`src/rtl/div_issue_ctrl_pkg.sv`:
```
// Shared definitions for the divider issue controller.
//
// Holds the datapath word width and the divide micro-op opcodes seen on
// both the dispatch side and the divider side, plus small decode helpers
// so that every user classifies opcodes the same way.
package div_issue_ctrl_pkg;

    localparam int WORD_WIDTH = 32;

    // Opcodes understood by the divider itself are DIV and DIVU; REM and
    // REMU only exist on the dispatch side and select the remainder output.
    localparam logic [2:0] DIV_OP_DIV  = 3'd0;
    localparam logic [2:0] DIV_OP_DIVU = 3'd1;
    localparam logic [2:0] DIV_OP_REM  = 3'd2;
    localparam logic [2:0] DIV_OP_REMU = 3'd3;

    // True when the op wants the remainder rather than the quotient.
    function automatic logic divIsRem(input logic [2:0] op);
        return (op == DIV_OP_REM) || (op == DIV_OP_REMU);
    endfunction

    // True when the op treats its operands as unsigned.
    function automatic logic divIsUnsigned(input logic [2:0] op);
        return (op == DIV_OP_DIVU) || (op == DIV_OP_REMU);
    endfunction

endpackage

```
`src/rtl/div_req_fifo.sv`:
```
// Request queue for the divider issue controller.
//
// Small synchronous FIFO with a clear input that empties it in one cycle.
// Read data is the current head and is valid whenever empty_o is low.
//
// Ports:
//   clk, rst   clock and synchronous active-high reset
//   clear_i    drop every stored entry (wins over push and pop)
//   push_i     write wdata_i at the tail (ignored when full)
//   wdata_i    entry to store
//   pop_i      discard the head entry (ignored when empty)
//   rdata_o    head entry
//   full_o     DEPTH entries stored
//   empty_o    no entries stored
module div_req_fifo #(
    parameter int DEPTH = 4,
    parameter int WIDTH = 8
) (
    input  logic             clk,
    input  logic             rst,
    input  logic             clear_i,
    input  logic             push_i,
    input  logic [WIDTH-1:0] wdata_i,
    input  logic             pop_i,
    output logic [WIDTH-1:0] rdata_o,
    output logic             full_o,
    output logic             empty_o
);

    localparam int PTR_W = $clog2(DEPTH);

    logic [WIDTH-1:0] mem_q [DEPTH];
    logic [PTR_W-1:0] rdPtr_q, rdPtr_d;
    logic [PTR_W-1:0] wrPtr_q, wrPtr_d;
    logic [PTR_W:0]   count_q, count_d;
    logic             doPush;
    logic             doPop;

    assign full_o  = (count_q == (PTR_W + 1)'(DEPTH));
    assign empty_o = (count_q == '0);
    assign rdata_o = mem_q[rdPtr_q];

    assign doPush = push_i && !full_o && !clear_i;
    assign doPop  = pop_i && !empty_o && !clear_i;

    // Pointer and occupancy bookkeeping. Pointers are PTR_W bits wide, so
    // they wrap around the power-of-two depth on their own.
    always_comb begin
        rdPtr_d = rdPtr_q;
        wrPtr_d = wrPtr_q;
        count_d = count_q;
        if (clear_i) begin
            rdPtr_d = '0;
            wrPtr_d = '0;
            count_d = '0;
        end else begin
            if (doPush) begin
                wrPtr_d = wrPtr_q + PTR_W'(1);
            end
            if (doPop) begin
                rdPtr_d = rdPtr_q + PTR_W'(1);
            end
            case ({doPush, doPop})
                2'b10:   count_d = count_q + (PTR_W + 1)'(1);
                2'b01:   count_d = count_q - (PTR_W + 1)'(1);
                default: count_d = count_q;
            endcase
        end
    end

    always_ff @(posedge clk) begin
        if (rst) begin
            rdPtr_q <= '0;
            wrPtr_q <= '0;
            count_q <= '0;
        end else begin
            rdPtr_q <= rdPtr_d;
            wrPtr_q <= wrPtr_d;
            count_q <= count_d;
        end
    end

    // Storage needs no reset: an entry is only read after it was written.
    always_ff @(posedge clk) begin
        if (doPush) begin
            mem_q[wrPtr_q] <= wdata_i;
        end
    end

endmodule

```
`src/rtl/div_issue_ctrl.sv`:
```
// Requester-side controller for the iterative divider.
//
// Queues divide/remainder micro-ops from dispatch, launches them one at a
// time with a single-cycle div_start pulse, captures quotient or remainder
// when the divider finishes and offers the result on the CDB until granted.
// The divider cannot be killed, so a flush while an op is in flight waits
// in DRAIN for the finish and throws the result away.
//
// Ports:
//   clk, rst                     clock, synchronous active-high reset
//   flush                        kill queued and in-flight ops
//   req_*                        dispatch valid/ready with op fields
//   div_start/opcode/operands    launch interface to the divider
//   div_quotient/remainder/finish  divider result interface
//   cdb_valid/tag/data, cdb_grant  result broadcast handshake
module div_issue_ctrl
    import div_issue_ctrl_pkg::*;
#(
    parameter int DEPTH = 4,
    parameter int TAG_W = 6
) (
    input  logic                  clk,
    input  logic                  rst,
    input  logic                  flush,
    input  logic                  req_valid,
    output logic                  req_ready,
    input  logic [2:0]            req_opcode,
    input  logic [WORD_WIDTH-1:0] req_src1,
    input  logic [WORD_WIDTH-1:0] req_src2,
    input  logic [TAG_W-1:0]      req_tag,
    output logic                  div_start,
    output logic [2:0]            div_opcode,
    output logic [WORD_WIDTH-1:0] div_divident,
    output logic [WORD_WIDTH-1:0] div_divisor,
    input  logic [WORD_WIDTH-1:0] div_quotient,
    input  logic [WORD_WIDTH-1:0] div_remainder,
    input  logic                  div_finish,
    output logic                  cdb_valid,
    output logic [TAG_W-1:0]      cdb_tag,
    output logic [WORD_WIDTH-1:0] cdb_data,
    input  logic                  cdb_grant
);

    localparam int ENTRY_W = 3 + 2 * WORD_WIDTH + TAG_W;

    typedef enum logic [1:0] {
        ST_IDLE,
        ST_BUSY,
        ST_DONE,
        ST_DRAIN
    } state_e;

    state_e                state_q, state_d;
    logic [TAG_W-1:0]      inFlightTag_q;
    logic                  inFlightIsRem_q;
    logic [TAG_W-1:0]      cdbTag_q, cdbTag_d;
    logic [WORD_WIDTH-1:0] cdbData_q, cdbData_d;
    logic                  captureEn;

    logic [ENTRY_W-1:0]    fifoWdata;
    logic [ENTRY_W-1:0]    fifoRdata;
    logic                  fifoFull;
    logic                  fifoEmpty;
    logic                  fifoPush;
    logic                  launch;

    logic [2:0]            headOpcode;
    logic [WORD_WIDTH-1:0] headSrc1;
    logic [WORD_WIDTH-1:0] headSrc2;
    logic [TAG_W-1:0]      headTag;
    logic                  captureIsRem;

    assign fifoWdata  = {req_opcode, req_src1, req_src2, req_tag};
    assign headOpcode = fifoRdata[ENTRY_W-1 -: 3];
    assign headSrc1   = fifoRdata[TAG_W + 2 * WORD_WIDTH - 1 -: WORD_WIDTH];
    assign headSrc2   = fifoRdata[TAG_W + WORD_WIDTH - 1 -: WORD_WIDTH];
    assign headTag    = fifoRdata[TAG_W-1:0];

    // Accepting is blocked while draining so nothing new queues up behind
    // a result that is about to be thrown away.
    assign req_ready = !fifoFull && (state_q != ST_DRAIN);
    assign fifoPush  = req_valid && req_ready && !flush;

    // The head is read straight out of storage, so an op written this
    // cycle is not visible until the next one.
    assign launch = (state_q == ST_IDLE) && !fifoEmpty && !flush;

    div_req_fifo #(
        .DEPTH (DEPTH),
        .WIDTH (ENTRY_W)
    ) u_fifo (
        .clk     (clk),
        .rst     (rst),
        .clear_i (flush),
        .push_i  (fifoPush),
        .wdata_i (fifoWdata),
        .pop_i   (launch),
        .rdata_o (fifoRdata),
        .full_o  (fifoFull),
        .empty_o (fifoEmpty)
    );

    // The divider only knows signed and unsigned division; REM/REMU map
    // onto the same operation and pick the other result at capture.
    assign div_opcode   = divIsUnsigned(headOpcode) ? DIV_OP_DIVU : DIV_OP_DIV;
    assign div_divident = headSrc1;
    assign div_divisor  = headSrc2;

    // A same-cycle finish in IDLE belongs to the op being launched, whose
    // tag and kind are still at the queue head rather than in flight.
    assign captureIsRem = (state_q == ST_IDLE) ? divIsRem(headOpcode) : inFlightIsRem_q;
    assign cdbTag_d     = (state_q == ST_IDLE) ? headTag : inFlightTag_q;
    assign cdbData_d    = captureIsRem ? div_remainder : div_quotient;

    // Next-state and launch decode. Flush is checked first everywhere it
    // matters so it beats grant, finish and launch in the same cycle.
    always_comb begin
        state_d   = state_q;
        div_start = 1'b0;
        captureEn = 1'b0;
        case (state_q)
            ST_IDLE: begin
                if (launch) begin
                    div_start = 1'b1;
                    if (div_finish) begin
                        captureEn = 1'b1;
                        state_d   = ST_DONE;
                    end else begin
                        state_d = ST_BUSY;
                    end
                end
            end
            ST_BUSY: begin
                if (flush) begin
                    state_d = div_finish ? ST_IDLE : ST_DRAIN;
                end else if (div_finish) begin
                    captureEn = 1'b1;
                    state_d   = ST_DONE;
                end
            end
            ST_DONE: begin
                if (flush || cdb_grant) begin
                    state_d = ST_IDLE;
                end
            end
            ST_DRAIN: begin
                if (div_finish && !flush) begin
                    state_d = ST_IDLE;
                end
            end
            default: state_d = ST_IDLE;
        endcase
    end

    // State, in-flight op identity and the held CDB result.
    always_ff @(posedge clk) begin
        if (rst) begin
            state_q         <= ST_IDLE;
            inFlightTag_q   <= '0;
            inFlightIsRem_q <= 1'b0;
            cdbTag_q        <= '0;
            cdbData_q       <= '0;
        end else begin
            state_q <= state_d;
            if (launch) begin
                inFlightTag_q   <= headTag;
                inFlightIsRem_q <= divIsRem(headOpcode);
            end
            if (captureEn) begin
                cdbTag_q  <= cdbTag_d;
                cdbData_q <= cdbData_d;
            end
        end
    end

    assign cdb_valid = (state_q == ST_DONE);
    assign cdb_tag   = cdbTag_q;
    assign cdb_data  = cdbData_q;

endmodule
```
`config.mk`:
```
export PLATFORM = sky130hd
export DESIGN_NAME = div_issue_ctrl
export DESIGN_NICKNAME = d
export VERILOG_FILES = /design/src/rtl/div_issue_ctrl_pkg.sv /design/src/rtl/div_req_fifo.sv /design/src/rtl/div_issue_ctrl.sv
export SDC_FILE = /design/constraint.sdc
export NUM_CORES = 1
export LEC_CHECK = 0
export CORE_MARGIN = 2
export CORE_UTILIZATION = 50
export DETAILED_ROUTE_END_ITERATION = 7
export PLACE_DENSITY = 0.77
export SYNTH_ARGS = -nofsm -noshare
export SYNTH_HDL_FRONTEND = slang
export SYNTH_SLANG_ARGS = --single-unit
```
`constraint.sdc`:
```
create_clock -name clk -period 4.1 [get_ports clk]
set_clock_uncertainty 0.05 [all_clocks]
set_input_delay 0.41 -clock clk [delete_from_list [all_inputs] [get_ports clk]]
set_output_delay 0.41 -clock clk [all_outputs]
set_load 0.01 [all_outputs]
```
==> metrics.md, run 1 <==
| Metric | Value |
|---|---|
| Status | complete, no violations |
| Critical path peak fanout | 45 |
| Library cells used by synthesis | 49 |
| Initial core utilization | 50.5% |
| Final Routed Wirelength | 28500 µm |
| Core footprint | 27700 µm² |
| Post-synthesis sequential area ratio | 70.6% |
| Final setup TNS | 0 ns |
| Top cell type by total area after synthesis | edfxtp_1 |
| Post-Syn Area | 14000 µm² |
| Post-synth EDFFs | 292 |
| Initial antenna violation count | 4 |
| Worst slew margin | 42.0% |
| Met1 Track Usage GR | 23.2% |
| CTS Hold Bufs | 0 |
| I/O Pins | 251 |
| Die Wd | 171 µm |
| CTS tree | built |
| P&R area growth vs syn | 25.0% |
| DR vias | 7443 |
| TritonCTS Buffers | 37 |
| GRT Resource Usage Total | 19.3% |
| Top FF cell, synth | edfxtp_1 |
| Layout cells sized above 1 | 18.5% |
| Startpoint Class | flop |
| Num Clock Sinks | 348 |
| Routed vias/inst | 5.40 |
| Setup CP Type | reg -> out |
| Cell count after synthesis | 782 |
| Clock Latency Late Sink | 0.52 ns |
| Grt ovf | 0 |
| Max VDD drop | 0.000380 V |
| Clock Pin Slew Worst Setup and Hold Paths | 0.06 ns |
| DRT iter0 DRCs | 452 |
| Static leakage | 5.51 nW |
| Largest net degree at the start of global routing | 65 |
| Logic pwr share | 6.5% |
| Worst hold path type | in -> reg |
| Multi-input logic area | 3230 µm² |
| Root Driver | clkbuf_16 |
| Fillcell total | 1955 |
| GP Congestion | 0.747 |
| F_max | 291 MHz |
| Post-DRT Antenna Nets | 0 |
| Drt first pass iters | 5 |
| Critical path required time | 3.64 ns |
| Hold Slack | 0.286 ns |
| Post-DP HPWL | 18000 µm |
| Commonest non-fill, non-tap cell in the layout | edfxtp_1 |
| Crit. End Element | primary output |
| CTS H-Tree Depth | 2 |
| Yosys synthesis warning count | 0 |
| Crit path DAT | 2.97 ns |
| Power Dens Cells | 437 nW/µm² |
| Syn Area/Cell | 17.9 µm² |
| DR WL/cell | 20.7 µm |
| Ranking of synthesized cells by area | edfxtp_1 63%, mux4_2 11%, dfxtp_1 8.0%, buf_4 3.6%, a311oi_2 3.1% |
| IO buf count | 248 |
| Final setup viols | 0 |
| NumNets Final | 1121 |
| Internal | 6.08 mW |
| First-pass GRT wire length | 43100 µm |
| Clock Tree Buf Depth | 3 |
| Psw | 1.57 mW |
| Top-area cell type share of the netlist area | 62.6% |
| Most frequent cells in the layout | 292 x edfxtp_1, 247 x clkdlybuf4s50_1, 71 x mux4_2 |
| Final Max Tran Viols | 0 |
| Vias in the first global route | 7774 |
| Clock Power Share | 42.2% |
| Final Non-Filler Cells | 1378 |
| Grt met2 use | 32.7% |
| Slew @ Worst Pin | 0.870 ns |
| Final min period | 3.43 ns |
| RSZ-0062 raised after global routing | no |
| Total Power | 7.66 mW |
| CTS resizes | 0 |
| Die area | 29400 µm² |
| GR peak layer | met2 |
| Storage element area | 9900 µm² |
| Fin crit share | 83.7% |
| Inst Count DP | 1311 |
| Asr flop ratio synth | 0% |
| Maxcap violations | 0 |
| Setup Buffers After CTS | 0 |
| Die Y | 171 µm |
| Yosys reg bits | 348 |
| Met3 Track Usage GR | 7.71% |
| Flop pwr share | 51.3% |
| Final hold violation count | 0 |
| Switching share of power | 20.5% |
| FP Rows | 61 |
| DR DRC count | 0 |
[per-stage QoR]
step	area (µm²)	utilization (%)	setup WS, ns
after floorplan	14000	-	0.796
after global placement	16300	58.9	1.02
after detailed placement	16300	58.9	0.967
after CTS	17500	63.2	0.557
after global routing	17500	63.2	0.457
final	17500	63.2	0.668
[power by group through the flow]
stage	combinational, mW	sequential, mW	clock [mW]
after floorplan	0.248	4.00	0
after global placement	0.491	4.00	0
after detailed placement	0.499	4.00	0
after CTS	0.505	3.92	3.31
after global routing	0.535	3.93	3.44
final	0.499	3.92	3.23
[cell type report]
type	count	area share, %
Tap cell	378	2.70
Clock inverter	22	1.26
Antenna cell	1	0.0143
Timing Repair Buffer	264	15.2
Clock buffer	44	5.56
Inverter	12	0.257
Sequential cell	348	56.5
Multi-Input combinational cell	309	18.5
[logic make-up after synthesis]
logic type | after synthesis | share of synthesized area [%]
AOI/OAI and AO/OA | 99 | 6.30
buffers and inverters | 126 | 6.38
muxes | 78 | 11.9
other | 1 | 0.0268
adders and majority gates | 6 | 0.590
DFF | 348 | 70.6
xor gates and xnor gates | 6 | 0.375
and+or+nand+nor | 118 | 3.77
[layer usage]
metal | wire length [µm] | up-vias
met3 | 3010 | 49
met4 | 443 | 6
met5 | 41 | -
li1 | - | 3406
met2 | 13900 | 270
met1 | 11100 | 3712
[state kept, by name, summed over array words and instances, names as in the netlist, named ones only]
name,cells
state_q,2
u_fifo.mem_q,292
u_fifo.wrPtr_q,2
u_fifo.rdPtr_q,2
inFlightTag_q,6
cdb_data,32
inFlightIsRem_q,1
u_fifo.count_q,3
cdb_tag,6
[cell usage after synthesis, types with 2 or more instances]
library cell   count
inv_1             11
mux4_2            71
a311oi_1           3
o21ai_0            5
nor2_1            49
o221ai_1           6
a21oi_1           17
o211ai_1           2
buf_2             14
ha_1               5
clkbuf_8           9
dlygate4sd3_1      2
or3_1              3
and2_1             5
edfxtp_1         292
dfxtp_1           56
mux2i_1            5
xor2_1             4
a311oi_2          29
nand2_1           21
nand3_1           32
xnor2_1            2
buf_4             67
o21ai_2            2
o21ai_1           28
clkbuf_1           8
clkbuf_2           3
buf_1              5
buf_6              6
[worst max-delay path: stages, from the launching register on]
cell and delay [ns]:
dfxtp_4 0.92, buf_4 0.41, mux4_2 0.58, clkdlybuf4s50_1 0.52
[worst paths after layout]
check / startpoint / to / slack (ns) / depth (start not counted)
max: flop / div_divisor[25] / 0.67 / 3
min: rst / state_q[0] / 0.29 / 2
max reg2reg: state_q[0] / u_fifo.count_q[2] / 1.11 / 9
min reg2reg: cdb_tag[2] / cdb_tag[2] / 0.40 / 2
Note: power is estimated with default switching activity, not from simulation.
==> inputs of run 2 (changes only) <==
--- a/config.mk
+++ b/config.mk
@@ -6,7 +6,7 @@
 export NUM_CORES = 1
 export LEC_CHECK = 0
 export CORE_MARGIN = 2
-export CORE_UTILIZATION = 50
+export CORE_UTILIZATION = 48
 export DETAILED_ROUTE_END_ITERATION = 7
 export PLACE_DENSITY = 0.77
 export SYNTH_ARGS = -nofsm -noshare
==> constraint.sdc (replaced) <==
create_clock -name clk -period 3.15 [get_ports clk]
set_clock_uncertainty 0.05 [all_clocks]
set_input_delay 0.315 -clock clk [delete_from_list [all_inputs] [get_ports clk]]
set_output_delay 0.315 -clock clk [all_outputs]
set_load 0.01 [all_outputs]
==> run 2 against run 1 <==
Sequential share of layout area down 0.28 points; largest power group unchanged; hold slack worse by 0.092 ns; critical endpoint is now div_divisor[22]; core utilization down 1.9 points; clock-buffer cell count up 3; sequential cell count unchanged.
==> metrics.md, run 2 (synthesized netlist as in run 1, its figures left out) <==
| Metric | Value |
|---|---|
| Final Max Tran Viols | 0 |
| Largest net degree at the start of global routing | 71 |
| CTS tree | built |
| GP Congestion | 0.810 |
| Crit path DAT | 2.55 ns |
| Die area | 30600 µm² |
| Most flops, register | u_fifo.mem_q |
| Drt first pass iters | 5 |
| Final hold violation count | 0 |
| Initial antenna violation count | 2 |
| Final min period | 2.92 ns |
| Num Clock Sinks | 348 |
| CP Cell Sequence | buf_12 > mux4_2 > clkdlybuf4s50_1 |
| Fillcell total | 2072 |
| DR WL/cell | 20.9 µm |
| FF-to-FF setup slack | 0.62 ns |
| Power Dens Cells | 561 nW/µm² |
| Die Y | 175 µm |
| Static leakage | 5.54 nW |
| TritonCTS Buffers | 37 |
| Critical path peak fanout | 20 |
| Worst slew margin | 57.3% |
| Clock Tree Buf Depth | 3 |
| F_max | 342 MHz |
| Core footprint | 28700 µm² |
| Startpoint Class | flop |
| Final setup TNS | 0 ns |
| Clock Latency Late Sink | 0.50 ns |
| IO buf count | 248 |
| Fin crit share | 92.7% |
| I/O Pins | 251 |
| Clock Pin Slew Worst Setup and Hold Paths | 0.06 ns |
| Largest register FFs | 292 |
| Vias in the first global route | 7787 |
| Commonest non-fill, non-tap cell in the layout | edfxtp_1 |
| Grt ovf | 0 |
| Status | complete, no violations |
| Routed vias/inst | 5.41 |
| DR DRC count | 0 |
| Crit. End Element | primary output |
| Placed cell area | 16400 µm² |
| Max VDD drop | 0.000492 V |
| Post-DP HPWL | 18600 µm |
| GRT Resource Usage Total | 19.0% |
| DRT iter0 DRCs | 397 |
| Inst Count DP | 1322 |
| Highest-delay cell along the critical path | dfxtp_4 |
| Hold path cells | 2 |
| WHS Endpoint | state_q[0] |
| Die Wd | 175 µm |
| Hold Crit Start | rst |
| Root Driver | clkbuf_16 |
| RR Startpoint | u_fifo.count_q[0] |
| P&R area growth vs syn | 25.6% |
| WP depth | 3 |
| Critical path required time | 2.78 ns |
| CTS H-Tree Depth | 2 |
| CTS Hold Bufs | 0 |
| Final Routed Wirelength | 29100 µm |
| DR vias | 7527 |
| RR Endpoint | u_fifo.count_q[2] |
| RSZ-0062 raised after global routing | no |
| Final non-filler cell area | 17600 µm² |
| Crit path max-delay family | buffers and inverters |
| NumNets Final | 1127 |
| Final Non-Filler Cells | 1392 |
| Crit path buf inv count | 2 |
| Number of cells on the worst reg-to-reg path | 9 |
| Maxcap violations | 0 |
| FP Rows | 62 |
| Layout cells sized above 1 | 18.6% |
| Setup CP Type | reg -> out |
| Worst hold path type | in -> reg |
| Final setup viols | 0 |
| Most frequent cells in the layout | 292 x edfxtp_1, 247 x clkdlybuf4s50_1, 71 x mux4_2 |
| Slew @ Worst Pin | 0.641 ns |
| Max incr delay on CP | 0.65 ns |
| First-pass GRT wire length | 44600 µm |
| Hold Slack | 0.193 ns |
| Post-DRT Antenna Nets | 0 |
| Initial core utilization | 48.8% |
-- run 2: cell types whose count changed in the layout (fill, tap and decap cells not counted), moves of 2 or more --
cell / before / now
buf_12: 5 / 12
clkbuf_1: 6 / 10
clkinvlp_4: 3 / 1
inv_6: 0 / 2
-- run 2: timing repair --
item                                    4_1_cts  5_1_grt
endpoints found under the setup margin        6        0
endpoints found under the hold margin         0        0
resized for setup                             0        0
setup buffers                                 1        0
-- run 2: where the power goes --
group          leakage, nW  total (mW)  switching [mW]  internal [mW]
Combinational         1.88       0.660           0.293          0.367
Sequential            3.11        5.10          0.0289           5.08
Clock                0.555        4.10            1.69           2.41
Total                 5.54        9.87            2.01           7.86
-- run 2: worst register-to-register path: cells and delay by family (launching register included) --
family	cells	cell delay [ns]
flip-flops	1	0.41
AO/OA/AOI/OAI	1	0.16
AND/OR/NAND/NOR	3	0.82
buffers and inverters	2	0.23
XOR/XNOR	1	0.17
adder cells (fa/ha/maj)	2	0.60
-- run 2: cell type report --
type / count / area, µm² / area share, %
antenna: 2 / 5.00 / 0.0284
timing repair buffer: 270 / 2790 / 15.9
clock buffer: 47 / 963 / 5.48
clock inverter: 20 / 175 / 0.996
sequential: 348 / 9900 / 56.3
multi-input combinational: 309 / 3230 / 18.4
tap: 384 / 480 / 2.73
inverter: 12 / 45.0 / 0.256
-- run 2: how the worst max path moves through the flow --
| stage | to | slack (ns) |
|---|---|---|
| final | div_divisor[22] | 0.23 |
| after global routing | div_divisor[17] | 0.1 |
| after CTS | div_divisor[22] | 0.16 |
| after detailed placement | u_fifo.count_q[2] | 0.23 |
| after global placement | u_fifo.count_q[2] | 0.33 |
| after floorplan | u_fifo.count_q[2] | 0.53 |
-- run 2: metal layers --
| layer | up-vias | wire (µm) | GRT usage [%] | share of wire [%] |
|---|---|---|---|---|
| met2 | 288 | 14200 | 32.1 | 49 |
| li1 | 3415 | - | - | - |
| met5 | - | 0 | 0 | 0 |
| met1 | 3782 | 11400 | 23.1 | 39 |
| met3 | 42 | 3060 | 7.42 | 11 |
| met4 | 0 | 529 | 4.58 | 1.8 |
-- run 2: through the flow --
step                total power, mW  util, %  worst slack, ns
finish                         9.87     61.3            0.230
global route                   10.2     61.3           0.0967
CTS                            9.97     61.3            0.164
detailed placement             5.86     57.2            0.229
global placement               5.85     57.2            0.330
floorplan                      5.53        -            0.532
==> inputs of run 3 (changes only) <==
--- a/config.mk
+++ b/config.mk
@@ -5,10 +5,12 @@
 export SDC_FILE = /design/constraint.sdc
 export NUM_CORES = 1
 export LEC_CHECK = 0
+export CELL_PAD_IN_SITES_DETAIL_PLACEMENT = 0
+export CELL_PAD_IN_SITES_GLOBAL_PLACEMENT = 1
 export CORE_MARGIN = 2
-export CORE_UTILIZATION = 48
+export CORE_UTILIZATION = 44
 export DETAILED_ROUTE_END_ITERATION = 7
-export PLACE_DENSITY = 0.77
+export PLACE_DENSITY_LB_ADDON = 0.1
 export SYNTH_ARGS = -nofsm -noshare
 export SYNTH_HDL_FRONTEND = slang
 export SYNTH_SLANG_ARGS = --single-unit
==> constraint.sdc (replaced) <==
create_clock -name clk -period 2.7 [get_ports clk]
set_clock_uncertainty 0.05 [all_clocks]
set_input_delay 0.27 -clock clk [delete_from_list [all_inputs] [get_ports clk]]
set_output_delay 0.27 -clock clk [all_outputs]
set_load 0.01 [all_outputs]
==> run 3 against run 2 <==
Core utilization shrank 4.6 points; clock power is 22% higher; sequential cell count stayed put; critical path depth is 1 higher; hold slack lost 0.086 ns; non-clock buffer count up 15; global-route usage fell by 1.7 points; clock-buffer cell count is 4 higher; first-iteration DRC count increased by 15%; design area increased by 1.4%; power grew 19%.
==> metrics.md, run 3 (synthesized netlist as in run 1, its figures left out) <==
| Metric | Value |
|---|---|
| Crit path DAT | 2.30 ns |
| Final Max Tran Viols | 0 |
| RR Endpoint | u_fifo.count_q[2] |
| Critical path peak fanout | 10 |
| Internal | 9.43 mW |
| Setup CP Type | reg -> out |
| Initial core utilization | 44.5% |
| Core footprint | 31500 µm² |
| Maxcap violations | 0 |
| Final non-filler cell area | 17800 µm² |
| CTS Hold Bufs | 0 |
| Most frequent cells in the layout | 292 x edfxtp_1, 239 x clkdlybuf4s50_1, 71 x mux4_2 |
| Diode count | 0 |
| Largest net degree at the start of global routing | 71 |
| Die area | 33300 µm² |
| TritonCTS Buffers | 37 |
| Switching share of power | 19.5% |
| CTS tree | built |
| I/O Pins | 251 |
| Final Routed Wirelength | 29000 µm |
| IO buf count | 248 |
| P&R area growth vs syn | 27.4% |
| Fillcell total | 2450 |
| Fin crit share | 97.1% |
| Critical path required time | 2.38 ns |
| Worst hold path type | in -> reg |
| Grt ovf | 0 |
| Root Driver | clkbuf_16 |
| GRT Resource Usage Total | 17.3% |
| Final min period | 2.62 ns |
| Clock Latency Late Sink | 0.51 ns |
| DR DRC count | 0 |
| Final setup margin | 0.0773 ns |
| Commonest non-fill, non-tap cell in the layout | edfxtp_1 |
| F_max | 381 MHz |
| Total Power | 11.7 mW |
| Flop pwr share | 50.8% |
| FF-to-FF setup slack | 0.32 ns |
| Power Dens Cells | 657 nW/µm² |
| Number of cells on the worst reg-to-reg path | 9 |
| Clock Power Share | 42.6% |
| Crit path capture | div_opcode[0] |
| Final hold violation count | 0 |
| Routed vias/inst | 5.27 |
| DR vias | 7489 |
| Startpoint Class | flop |
| Post-DRT Antenna Nets | 0 |
| Layout cells sized above 1 | 20.0% |
| First-pass GRT wire length | 44500 µm |
| Drt first pass iters | 4 |
| Static leakage | 5.69 nW |
| Post-DP HPWL | 18300 µm |
| Vias in the first global route | 7871 |
| NumNets Final | 1142 |
| RR Startpoint | state_q[0] |
| CTS H-Tree Depth | 2 |
| Post-place setup slack | 0.165 ns |
| Max VDD drop | 0.000508 V |
| Slew @ Worst Pin | 0.645 ns |
| Die Wd | 182 µm |
| Multi-input logic area | 3240 µm² |
| Final setup viols | 0 |
| Initial antenna violation count | 4 |
| Placed cell area | 16600 µm² |
| DR WL/cell | 20.4 µm |
| Largest register FFs | 292 |
| Most flops, register | u_fifo.mem_q |
| Clock Pin Slew Worst Setup and Hold Paths | 0.06 ns |
| Num Clock Sinks | 348 |
| Clock Tree Buf Depth | 3 |
| Final setup TNS | 0 ns |
| GP Congestion | 0.761 |
| Status | complete, no violations |
| FP Rows | 65 |
| Worst slew margin | 57.0% |
| Die Y | 182 µm |
| Storage element area | 9900 µm² |
| DRT iter0 DRCs | 457 |
| Crit. End Element | primary output |
| RSZ-0062 raised after global routing | no |
| Psw | 2.29 mW |
| Logic pwr share | 6.6% |
run 3: worst max-delay path, stage by stage, from the launching register on:
cell and delay (ns):
dfxtp_4 0.50, buf_4 0.16, mux4_2 0.48, o21a_1 0.16, clkdlybuf4s50_1 0.49
run 3: layout make-up:
class	count	share of cell area (%)
repair buffers	285	16.5
well taps	402	2.82
multi-input cells	309	18.2
flip-flops and latches	348	55.5
clock inverters	14	0.947
clock buffers	51	5.84
inverters	12	0.253
run 3: metrics by stage:
stage               utilization, %  cells  hold slack, ns
floorplan                        -    783           0.319
global placement              52.6   1349           0.392
finish                        56.7   1421           0.107
CTS                           56.5   1417          0.0813
detailed placement            52.6   1349           0.398
global route                  56.7   1421           0.107
run 3: layer usage:
metal	global-route usage (%)	vias up	share of wire, %
met4	4.74	8	2.1
met3	5.21	56	7.3
met5	0	-	0.16
met1	21.2	3761	41
met2	30.0	228	50
li1	-	3436	-
run 3: how the worst min path moves through the flow:
stage / slack (ns) / from / cells after the start / end
finish: 0.11 / rst / 2 / cdb_tag[0]
CTS: 0.08 / rst / 2 / inFlightTag_q[0]
detailed placement: 0.40 / inFlightIsRem_q / 2 / inFlightIsRem_q
global placement: 0.39 / inFlightTag_q[5] / 2 / inFlightTag_q[5]
global route: 0.11 / rst / 2 / cdb_tag[5]
floorplan: 0.32 / req_tag[0] / 0 / u_fifo.mem_q[0][0]
run 3: repair_timing:
item | in CTS | in global routing
cloned | 0 | 1
resized for setup | 10 | 0
endpoints found under the setup margin | 39 | 22
setup buffers | 3 | 3
run 3: power groups by stage:
stage	Combinational (mW)	Clock [mW]	Sequential, mW
CTS	0.785	5.12	5.95
finish	0.775	4.99	5.95
global route	0.834	5.34	5.96
detailed placement	0.783	0	6.07
floorplan	0.377	0	6.07
global placement	0.767	0	6.06
